==> src/rtl/counter_scan7s_if.sv <==
// Control, count and display signals of the scanned BCD counter.
interface counter_scan7s_if #(
  parameter int DIGITS = 4,
  parameter int SEL_W  = 2
);
  logic                  ena;
  logic                  up;
  logic                  load;
  logic [4*DIGITS-1:0]   load_val;
  logic                  blank_lz;
  logic                  co;
  logic [4*DIGITS-1:0]   count;
  logic [SEL_W-1:0]      scan_select;
  logic [7:0]            seg7;

  modport master (
    output ena, up, load, load_val, blank_lz,
    input  co, count, scan_select, seg7
  );
  modport slave (
    input  ena, up, load, load_val, blank_lz,
    output co, count, scan_select, seg7
  );
endinterface

==> src/rtl/counter_scan7s.sv <==
// Multi-digit up/down BCD counter with wrap pulse and a time-multiplexed
// seven-segment driver with optional leading-zero blanking.
module counter_scan7s_digit (
   input  logic [3:0] d_i,
   input  logic       cin_i,
   input  logic       up_i,
   output logic [3:0] d_o,
   output logic       cout_o
);
   always_comb begin
      d_o    = d_i;
      cout_o = 1'b0;
      if (cin_i) begin
         if (up_i) begin
            if (d_i == 4'd9) begin
               d_o    = 4'd0;
               cout_o = 1'b1;
            end else d_o = d_i + 4'd1;
         end else begin
            if (d_i == 4'd0) begin
               d_o    = 4'd9;
               cout_o = 1'b1;
            end else d_o = d_i - 4'd1;
         end
      end
   end
endmodule

module counter_scan7s #(
   parameter int DIGITS   = 4,
   parameter int SEL_W    = 2,
   parameter int SCAN_DIV = 4
) (
   input logic clk,
   input logic rst_n,
   counter_scan7s_if.slave bus
);
   localparam int DIV_W = (SCAN_DIV > 1) ? $clog2(SCAN_DIV) : 1;

   logic [DIGITS-1:0][3:0] count_q, count_d, step_w, load_w;
   logic [DIGITS:0]        carry_w;
   logic                   co_q, co_d;
   logic [DIV_W-1:0]       div_q, div_d;
   logic [SEL_W-1:0]       sel_q, sel_d;
   logic [3:0]             dig_w;
   logic                   blank_w;
   logic [7:0]             seg_w;

   // Each digit advances only when every lower digit wrapped this cycle.
   assign carry_w[0] = bus.ena;
   for (genvar g = 0; g < DIGITS; g++) begin : g_dig
      counter_scan7s_digit u_dig (
         .d_i   (count_q[g]),
         .cin_i (carry_w[g]),
         .up_i  (bus.up),
         .d_o   (step_w[g]),
         .cout_o(carry_w[g+1])
      );
      assign load_w[g] = (bus.load_val[4*g +: 4] > 4'd9) ? 4'd0 : bus.load_val[4*g +: 4];
   end

   always_comb begin
      count_d = count_q;
      co_d    = 1'b0;
      if (bus.load) count_d = load_w;
      else if (bus.ena) begin
         count_d = step_w;
         co_d    = carry_w[DIGITS];
      end
   end

   always_comb begin
      div_d = div_q + DIV_W'(1);
      sel_d = sel_q;
      if (div_q == DIV_W'(SCAN_DIV - 1)) begin
         div_d = '0;
         sel_d = (sel_q == SEL_W'(DIGITS - 1)) ? '0 : sel_q + SEL_W'(1);
      end
   end

   always_ff @(posedge clk or negedge rst_n) begin
      if (!rst_n) begin
         count_q <= '0;
         co_q    <= 1'b0;
         div_q   <= '0;
         sel_q   <= '0;
      end else begin
         count_q <= count_d;
         co_q    <= co_d;
         div_q   <= div_d;
         sel_q   <= sel_d;
      end
   end

   // Walk from the top digit down so "seen" means a nonzero digit at or above i.
   always_comb begin
      logic seen;
      seen    = 1'b0;
      dig_w   = '0;
      blank_w = 1'b0;
      for (int i = DIGITS - 1; i >= 0; i--) begin
         seen = seen | (count_q[i] != 4'd0);
         if (sel_q == SEL_W'(i)) begin
            dig_w   = count_q[i];
            blank_w = bus.blank_lz && (i != 0) && !seen;
         end
      end
   end

   always_comb begin
      case (dig_w)
         4'd0:    seg_w = 8'h3F;
         4'd1:    seg_w = 8'h06;
         4'd2:    seg_w = 8'h5B;
         4'd3:    seg_w = 8'h4F;
         4'd4:    seg_w = 8'h66;
         4'd5:    seg_w = 8'h6D;
         4'd6:    seg_w = 8'h7D;
         4'd7:    seg_w = 8'h07;
         4'd8:    seg_w = 8'h7F;
         4'd9:    seg_w = 8'h6F;
         default: seg_w = 8'h00;
      endcase
      if (blank_w) seg_w = 8'h00;
   end

   assign bus.count       = count_q;
   assign bus.co          = co_q;
   assign bus.scan_select = sel_q;
   assign bus.seg7        = seg_w;
endmodule

==> src/flat_wrapper.sv <==
// flat-port wrapper written by rule: the top's interface ports become plain ports
module counter_scan7s_flat 
#(
   parameter int DIGITS   = 4,
   parameter int SEL_W    = 2,
   parameter int SCAN_DIV = 4
)
  (clk, rst_n, bus_ena, bus_up, bus_load, bus_load_val, bus_blank_lz, bus_co, bus_count, bus_scan_select, bus_seg7);
  counter_scan7s_if #(.DIGITS(DIGITS), .SEL_W(SEL_W)) bus_i ();
  input logic clk;
  input logic rst_n;
  input wire logic [$bits(bus_i.ena)-1:0] bus_ena;
  input wire logic [$bits(bus_i.up)-1:0] bus_up;
  input wire logic [$bits(bus_i.load)-1:0] bus_load;
  input wire logic [$bits(bus_i.load_val)-1:0] bus_load_val;
  input wire logic [$bits(bus_i.blank_lz)-1:0] bus_blank_lz;
  output wire logic [$bits(bus_i.co)-1:0] bus_co;
  output wire logic [$bits(bus_i.count)-1:0] bus_count;
  output wire logic [$bits(bus_i.scan_select)-1:0] bus_scan_select;
  output wire logic [$bits(bus_i.seg7)-1:0] bus_seg7;
  assign bus_i.ena = bus_ena;
  assign bus_i.up = bus_up;
  assign bus_i.load = bus_load;
  assign bus_i.load_val = bus_load_val;
  assign bus_i.blank_lz = bus_blank_lz;
  assign bus_co = bus_i.co;
  assign bus_count = bus_i.count;
  assign bus_scan_select = bus_i.scan_select;
  assign bus_seg7 = bus_i.seg7;
  counter_scan7s #(.DIGITS(DIGITS), .SEL_W(SEL_W), .SCAN_DIV(SCAN_DIV)) u_core (.clk(clk), .rst_n(rst_n), .bus(bus_i));
endmodule
==> config.mk <==
export PLATFORM = sky130hd
export DESIGN_NAME = counter_scan7s_flat
export DESIGN_NICKNAME = d
export VERILOG_FILES = /design/src/rtl/counter_scan7s_if.sv /design/src/rtl/counter_scan7s.sv /design/src/flat_wrapper.sv
export SDC_FILE = /design/constraint.sdc
export NUM_CORES = 1
export LEC_CHECK = 0
export CELL_PAD_IN_SITES_DETAIL_PLACEMENT = 1
export CELL_PAD_IN_SITES_GLOBAL_PLACEMENT = 2
export CORE_ASPECT_RATIO = 1.1
export CORE_MARGIN = 8
export CORE_UTILIZATION = 27
export DETAILED_ROUTE_END_ITERATION = 8
export GPL_ROUTABILITY_DRIVEN = 0
export PLACE_DENSITY = 0.86
export SLEW_MARGIN = 20
export SYNTH_ARGS = -nofsm -noshare
export SYNTH_HDL_FRONTEND = slang
export SYNTH_HIERARCHICAL = 1
export SYNTH_SLANG_ARGS = --single-unit
==> constraint.sdc <==
create_clock -name clk -period 3.25 [get_ports clk]
set_input_delay 0.65 -clock clk [delete_from_list [all_inputs] [get_ports clk]]
set_output_delay 0.65 -clock clk [all_outputs]
set_load 0.005 [all_outputs]
==> results.py, run 1 <==
metrics = {
    "logic_synthesis": {
        "async_reset_ff_frac": 1.00,
        "synth-seq-cells": 21,
        "synth_area_per_cell_um2": 8.17,
        "postSynthNetCount": 318,
        "synth_cell_types": 49,
        "synth-edff-count": 0,
        "netlist_instances": 286,
        "yosys-top-cells-area": "dfrtp_1 22%, mux2i_1 7.3%, ha_1 5.4%",
        "synth_top_area_frac": 0.225,
        "yosysSeqAreaShare": 0.225,
        "synth_ff_type": "dfrtp_1",
        "netlist_area_um2": 2340,
        "ys.warnings.count": 6,
        "yosysTopAreaCell": "dfrtp_1",
    },
    "detailed_routing": {
        "wl_per_cell_um": 16.8,
        "drc": 0,
        "dr.pass1.iters": 4,
        "routed_via_density": 5.19,
        "routed_wl_mm": 7.89,
        "ant_nets": 0,
        "drtIter0Drc": 82,
        "vias": 2433,
    },
    "worst_setup_path": {
        "worst-setup-path-type": "flip-flop to primary output",
        "timing.critical_path.buf_inv": 2,
        "end_kind": "primary output",
        "reg2reg_slack_ps": 510,
        "reg2reg_to": "u_core/bus.count[14]",
        "cp.depth": 9,
        "slowest_delay_ps": 460,
        "timing.rr.start": "u_core/bus.count[0]",
        "path_delay_family": "adder cells",
        "cp-start-kind": "flip-flop",
        "cp_cell_sequence": "inv_2 -> ha_4 -> or3b_1 -> o221ai_4 -> ha_2 -> mux2i_1 -> nand2_1 -> a21oi_1 -> dlygate4sd2_1",
        "reg2reg_depth": 12,
        "cpMaxStageDelayCell": "dfrtp_2",
        "worst_ep_required_time_ps": 2600,
        "cp_max_fo": 7,
        "worst-endpoint-arrival_ps": 2480,
    },
    "grt": {
        "grt_pass1_vias": 2566,
        "grt_pass1_wl_mm": 12.9,
        "grtUsageTotal": 0.128,
        "antenna_found_initial": 0,
        "grt.overflow.total": 0,
        "grt_max_degree": 31,
    },
    "sta": {
        "clock_skew_ps": 3.40,
        "slew-limit-headroom": 0.308,
        "fin_crit_sh": 0.965,
        "tns_ps": 0,
        "post-route-min-period_ps": 3130,
        "fmax_ghz": 0.319,
        "maxSlewViolCount": 0,
        "worst_slew_pin_slew_ps": 1030,
        "setup_viol_count_final": 0,
        "finalHoldViolCount": 0,
    },
    "floorplanning": {
        "die_w_um": 105,
        "start_util": 0.278,
        "dieArea_um2": 11900,
        "core_um2": 8410,
        "num_io_pins": 49,
        "core.rowCount": 35,
        "chipHeight_um": 114,
    },
    "final_layout": {
        "instances_no_fill": 469,
        "nFillCells": 1042,
        "areaGrowthSynthToFinish_pct": 40.5,
        "finalCoreUtilization": 0.390,
        "fin_nets": 391,
        "drive_gt1_frac": 0.240,
        "antenna_cells": 0,
    },
    "placed_design": {
        "hpwl_mm": 5.92,
        "io_buffers": 47,
        "place_inst": 456,
    },
    "worst_hold_path": {
        "hold_depth": 1,
        "hold_end": "u_core/div_q[0]",
        "min_path_type": "flip-flop to flip-flop",
        "hp-start": "u_core/div_q[0]",
    },
    "clocking": {
        "cts_tree": "done",
        "numClockSinks": 21,
        "numCtsBuffers": 3,
        "cts_hold_buffers": 0,
        "clk_pin_slew_ps": 80,
        "cts-root-buf": "clkbuf_8",
        "clock_latency_ps": 260,
        "cts_max_path_buffers": 2,
        "htreeDepth": 1,
    },
    "pwr": {
        "peakVddDrop_mv": 0.143,
        "p_leak_nw": 1.35,
        "total_power_w": 0.000985,
        "power_density_nw_per_um2": 300,
    },
    "job": {
        "drv_cap": 0,
    },
    "status": {
        "outcome": "finished clean",
    },
}
[layout make-up]
| type | instances | area, µm² | area share |
|---|---|---|---|
| tap | 111 | 139 | 0.0423 |
| clock buffer | 3 | 41.3 | 0.0126 |
| clock inverter | 1 | 5.00 | 0.00152 |
| multi-input combinational | 227 | 1730 | 0.526 |
| inverter | 17 | 63.8 | 0.0194 |
| sequential | 21 | 527 | 0.160 |
| timing repair buffer | 89 | 779 | 0.237 |
[how the worst max path moves through the flow]
stage	startpoint	endpoint	slack (ps)
6_report	u_core/bus.scan_select[1]	bus_seg7[3]	120
5_1_grt	u_core/bus.scan_select[0]	bus_seg7[2]	-8
4_1_cts	u_core/bus.scan_select[0]	bus_seg7[1]	40
3_5_place_dp	bus_up	u_core/bus.count[14]	-110
3_3_place_gp	bus_up	u_core/bus.count[15]	20
2_1_floorplan	bus_up	u_core/bus.count[15]	40
[worst reg2reg max path, delay by kind of cell (launching register included)]
family	cells	cell delay (ps)
buf+inv	1	160
flops	1	470
mux	1	70
simple gates	4	810
compound gates	6	1120
[where the power goes]
part | leakage (nW) | internal, W | switching (W)
Combinational | 1.05 | 0.000258 | 0.000245
Sequential | 0.271 | 0.000282 | 0.0000243
Clock | 0.0255 | 0.0000856 | 0.0000894
Total | 1.35 | 0.000626 | 0.000359
[metrics by stage]
step | hold WS (ps) | instance area (µm²) | setup WS (ps)
2_1_floorplan | 354 | 2360 | 40.5
3_3_place_gp | 414 | 3080 | 20.2
3_5_place_dp | 420 | 3080 | -111
4_1_cts | 437 | 3230 | 42.0
5_1_grt | 463 | 3280 | -7.55
6_report | 436 | 3280 | 115
[cells in the mapped netlist, drive strengths merged, types with 3 or more instances]
master,instances
a211oi,7
a21bo,4
a21oi,8
a221o,8
a31o,4
a31oi,12
buf,18
clkbuf,3
dfrtp,21
ha,10
inv,17
mux2i,17
nand2,31
nand2b,13
nand3,9
nand4b,4
nor2,10
nor2b,10
nor4,7
o21ai,18
o21bai,4
o22ai,13
o32ai,4
or2,4
or3,4
xnor2,4
xor2,4
[what timing repair did]
action,4_1_cts,5_1_grt
setup endpoints to repair,7,6
gates resized for setup,24,9
cloned,0,0
endpoints found under the hold margin,0,0
pin swaps,1,3
setup buffers,4,5
[placed cells by master, fill, tap and decap left out, types with 2 or more instances in the layout]
master           instances
buf_4                   42
clkdlybuf4s50_1         41
nand2_1                 31
dfrtp_1                 20
mux2i_1                 17
o21ai_0                 16
inv_1                   14
nand2b_1                13
o22ai_1                 13
a31oi_1                 12
nor2_1                   9
nor2b_1                  9
nand3_1                  8
a221o_1                  8
nor4_1                   6
a21oi_1                  6
ha_1                     5
o32ai_1                  4
ha_4                     4
a21bo_2                  4
or2_2                    4
a31o_1                   4
xor2_1                   4
or3_4                    4
nand4b_1                 4
o21bai_1                 4
xnor2_1                  4
clkbuf_8                 3
dlygate4sd2_1            3
inv_2                    3
a211oi_1                 3
a211oi_4                 3
o211ai_1                 2
a21oi_2                  2
o21ai_1                  2
[routing by layer]
layer  vias up  global-route usage  share of wire
met5         -                   0              0
met4         0              0.0352          0.010
met3         6              0.0147          0.029
met2        46               0.236           0.51
met1      1187               0.153           0.45
li1       1194                   -              -
[flip-flops by register name, indices dropped and copies added, names as in the netlist]
name and flops:
u_core/bus.count 16, u_core/bus.scan_select 2, u_core/div_q 2, u_core/bus.co 1
[logic make-up after synthesis]
family | after synthesis | synth area share
xor+xnor | 8 | 0.0300
fa+ha+maj | 10 | 0.0535
simple gates | 100 | 0.244
mux | 18 | 0.0776
flops | 21 | 0.225
buf+inv | 38 | 0.0878
compound gates | 90 | 0.281
other cells | 1 | 0.00160
(Power assumes the default switching activity.)
==> run 2, diff against run 1 <==
- ABC_AREA: unset -> 1
- CORE_UTILIZATION: 27 -> 24
==> results.py, run 2 <==
metrics = {
    "grt": {
        "grt_pass1_wl_mm": 14.3,
        "grtUsageTotal": 0.125,
        "grt.overflow.total": 0,
        "antenna_found_initial": 0,
        "grt_max_degree": 22,
        "grt_pass1_vias": 3006,
    },
    "sta": {
        "fmax_ghz": 0.349,
        "fin_crit_sh": 0.882,
        "finalHoldViolCount": 0,
        "setup_viol_count_final": 0,
        "tns_ps": 0,
        "clock_skew_ps": 6.77,
        "rsz0062_at_grt": "false",
        "worst_slew_pin_slew_ps": 583,
        "maxSlewViolCount": 0,
        "post-route-min-period_ps": 2870,
        "whs_ps": 437,
        "slew-limit-headroom": 0.610,
    },
    "logic_synthesis": {
        "synth-seq-cells": 21,
        "synth_common_cells": "105 x nand2_1, 52 x nand3_1, 45 x inv_1",
        "netlist_instances": 394,
        "netlist_area_um2": 2370,
        "ys.warnings.count": 6,
        "synth_cell_types": 33,
        "postSynthNetCount": 426,
        "async_reset_ff_frac": 1.00,
        "yosys-top-cells-area": "dfrtp_1 22%, nand2_1 17%, nand3_1 11%",
        "synth_ff_type": "dfrtp_1",
        "synth-edff-count": 0,
        "synth_most_common_cell": "nand2_1",
        "synth_area_per_cell_um2": 6.03,
        "yosysTopAreaCell": "dfrtp_1",
        "yosysSeqAreaShare": 0.221,
        "synth_top_area_frac": 0.221,
    },
    "floorplanning": {
        "num_io_pins": 49,
        "dieArea_um2": 13300,
        "die_w_um": 111,
        "core_um2": 9750,
        "chipHeight_um": 120,
        "start_util": 0.244,
        "core.rowCount": 38,
    },
    "clocking": {
        "cts_max_path_buffers": 2,
        "clock_latency_ps": 260,
        "cts_tree": "done",
        "numClockSinks": 21,
        "htreeDepth": 1,
        "cts-root-buf": "clkbuf_8",
        "clk_pin_slew_ps": 90,
        "numCtsBuffers": 3,
        "cts_hold_buffers": 0,
    },
    "status": {
        "outcome": "finished clean",
    },
    "detailed_routing": {
        "drtIter0Drc": 89,
        "wl_per_cell_um": 14.8,
        "ant_nets": 0,
        "vias": 2810,
        "drc": 0,
        "dr.pass1.iters": 4,
        "routed_via_density": 4.86,
        "routed_wl_mm": 8.57,
    },
    "final_layout": {
        "multi_input_area_um2": 1610,
        "largest_reg_flops": 16,
        "finalCoreUtilization": 0.329,
        "regArea_um2": 528,
        "nFillCells": 1265,
        "drive_gt1_frac": 0.170,
        "mostFrequentLayoutCell": "nand2_1",
        "areaGrowthSynthToFinish_pct": 34.9,
        "fin_nets": 491,
        "antenna_cells": 0,
        "final_cell_mix": "105 x nand2_1, 52 x nand3_1, 43 x inv_1, 40 x clkdlybuf4s50_1, 35 x nor2_1",
        "instances_no_fill": 578,
    },
    "placed_design": {
        "io_buffers": 47,
        "hpwl_mm": 6.91,
        "place_inst": 567,
    },
    "pwr": {
        "total_power_w": 0.000969,
        "peakVddDrop_mv": 0.122,
        "p_leak_nw": 1.58,
        "power_density_nw_per_um2": 303,
    },
    "worst_setup_path": {
        "cpMaxStageDelayCell": "dfrtp_2",
        "worst-setup-path-type": "flip-flop to primary output",
        "path_delay_family": "buffers and inverters",
        "cp-start-kind": "flip-flop",
        "cp_cell_sequence": "buf_6 -> ha_4 -> inv_2 -> nor2_1 -> nor2_1 -> nand2_1 -> nand2_2 -> inv_1 -> ha_1 -> nor2_2 -> buf_4 -> nor2_2 -> dlymetal6s2s_1",
        "worst-endpoint-arrival_ps": 2220,
        "timing.rr.start": "u_core/bus.count[2]",
        "cp_max_fo": 5,
        "reg2reg_slack_ps": 540,
        "reg2reg_to": "u_core/bus.count[14]",
        "worst_ep_required_time_ps": 2600,
        "slowest_delay_ps": 460,
        "reg2reg_depth": 14,
        "timing.critical_path.buf_inv": 5,
        "end_kind": "primary output",
    },
    "worst_hold_path": {
        "hp-start": "u_core/div_q[0]",
        "hold_depth": 1,
        "min_path_type": "flip-flop to flip-flop",
        "hold_end": "u_core/div_q[0]",
    },
    "job": {
        "drv_cap": 0,
    },
}
-- run 2: cell types whose count changed after synthesis, sizes merged, moves of 9 or more --
cell / previous run / this run
nand2: 31 / 117
nand3: 9 / 54
nor2: 10 / 50
inv: 17 / 52
mux2i: 17 / 0
a21oi: 8 / 21
nand2b: 13 / 0
buf: 18 / 8
nor2b: 10 / 0
o22ai: 13 / 4
-- run 2: cell families (layout without fill, tap and decap cells) --
logic type,Yosys count,after routing,synth area share
AND/OR/NAND/NOR,237,237,0.453
other,1,1,0.00158
AO/OA/AOI/OAI,58,58,0.137
adder cells (fa/ha/maj),10,10,0.0527
XOR/XNOR,4,4,0.0148
flip-flops,21,21,0.221
buffers and inverters,63,127,0.120
-- run 2: stage by stage --
stage          cell area [µm²]  setup WS [ps]
6_report                  3200            384
5_1_grt                   3200           89.6
4_1_cts                   3150           6.52
3_5_place_dp              3030           62.7
3_3_place_gp              3030            170
2_1_floorplan             2370            150
-- run 2: layer usage --
metal | GRT usage | up-vias | share of wire
met2 | 0.240 | 43 | 0.52
met3 | 0.0168 | 8 | 0.036
met5 | 0 | - | 0
met1 | 0.140 | 1356 | 0.43
li1 | - | 1403 | -
met4 | 0.0347 | 0 | 0.013
-- run 2: power by group --
| part | total (W) | leakage [nW] | switching, W | internal, W |
|---|---|---|---|---|
| sequential | 0.000325 | 0.261 | 0.0000425 | 0.000282 |
| combinational | 0.000464 | 1.29 | 0.000252 | 0.000212 |
| clock | 0.000181 | 0.0255 | 0.0000956 | 0.0000855 |
| total | 0.000969 | 1.58 | 0.000390 | 0.000579 |
-- run 2: cell type report --
type	instances	share of cell area
Clock buffer	3	0.0129
Sequential cell	21	0.165
Clock inverter	1	0.00156
Tap cell	120	0.0469
Timing Repair Buffer	71	0.210
Inverter	52	0.0625
Multi-Input combinational cell	310	0.502
-- run 2: repair_timing --
| action | 4_1_cts | 5_1_grt |
|---|---|---|
| resized for setup | 10 | 12 |
| pin swaps | 1 | 4 |
| setup endpoints to repair | 7 | 7 |
| buffers inserted | 3 | 4 |
| hold endpoints to repair | 0 | 0 |
-- run 2: worst max-delay path by stage --
stage / from / end / depth (start not counted)
detailed placement: bus_up / u_core/bus.count[14] / 13
finish: u_core/bus.scan_select[0] / bus_seg7[1] / 13
CTS: u_core/bus.scan_select[0] / bus_seg7[1] / 13
global placement: u_core/bus.scan_select[1] / bus_seg7[3] / 13
global route: bus_up / u_core/bus.count[14] / 13
floorplan: bus_up / u_core/bus.count[14] / 12
==> run 3, diff against run 2 <==
- ABC_AREA: 1 -> unset
- CORE_UTILIZATION: 24 -> 27
- GPL_ROUTABILITY_DRIVEN: 0 -> unset
==> results of run 3 <==
Same layout as run 1: the final DEF is identical, and so are final timing and power.
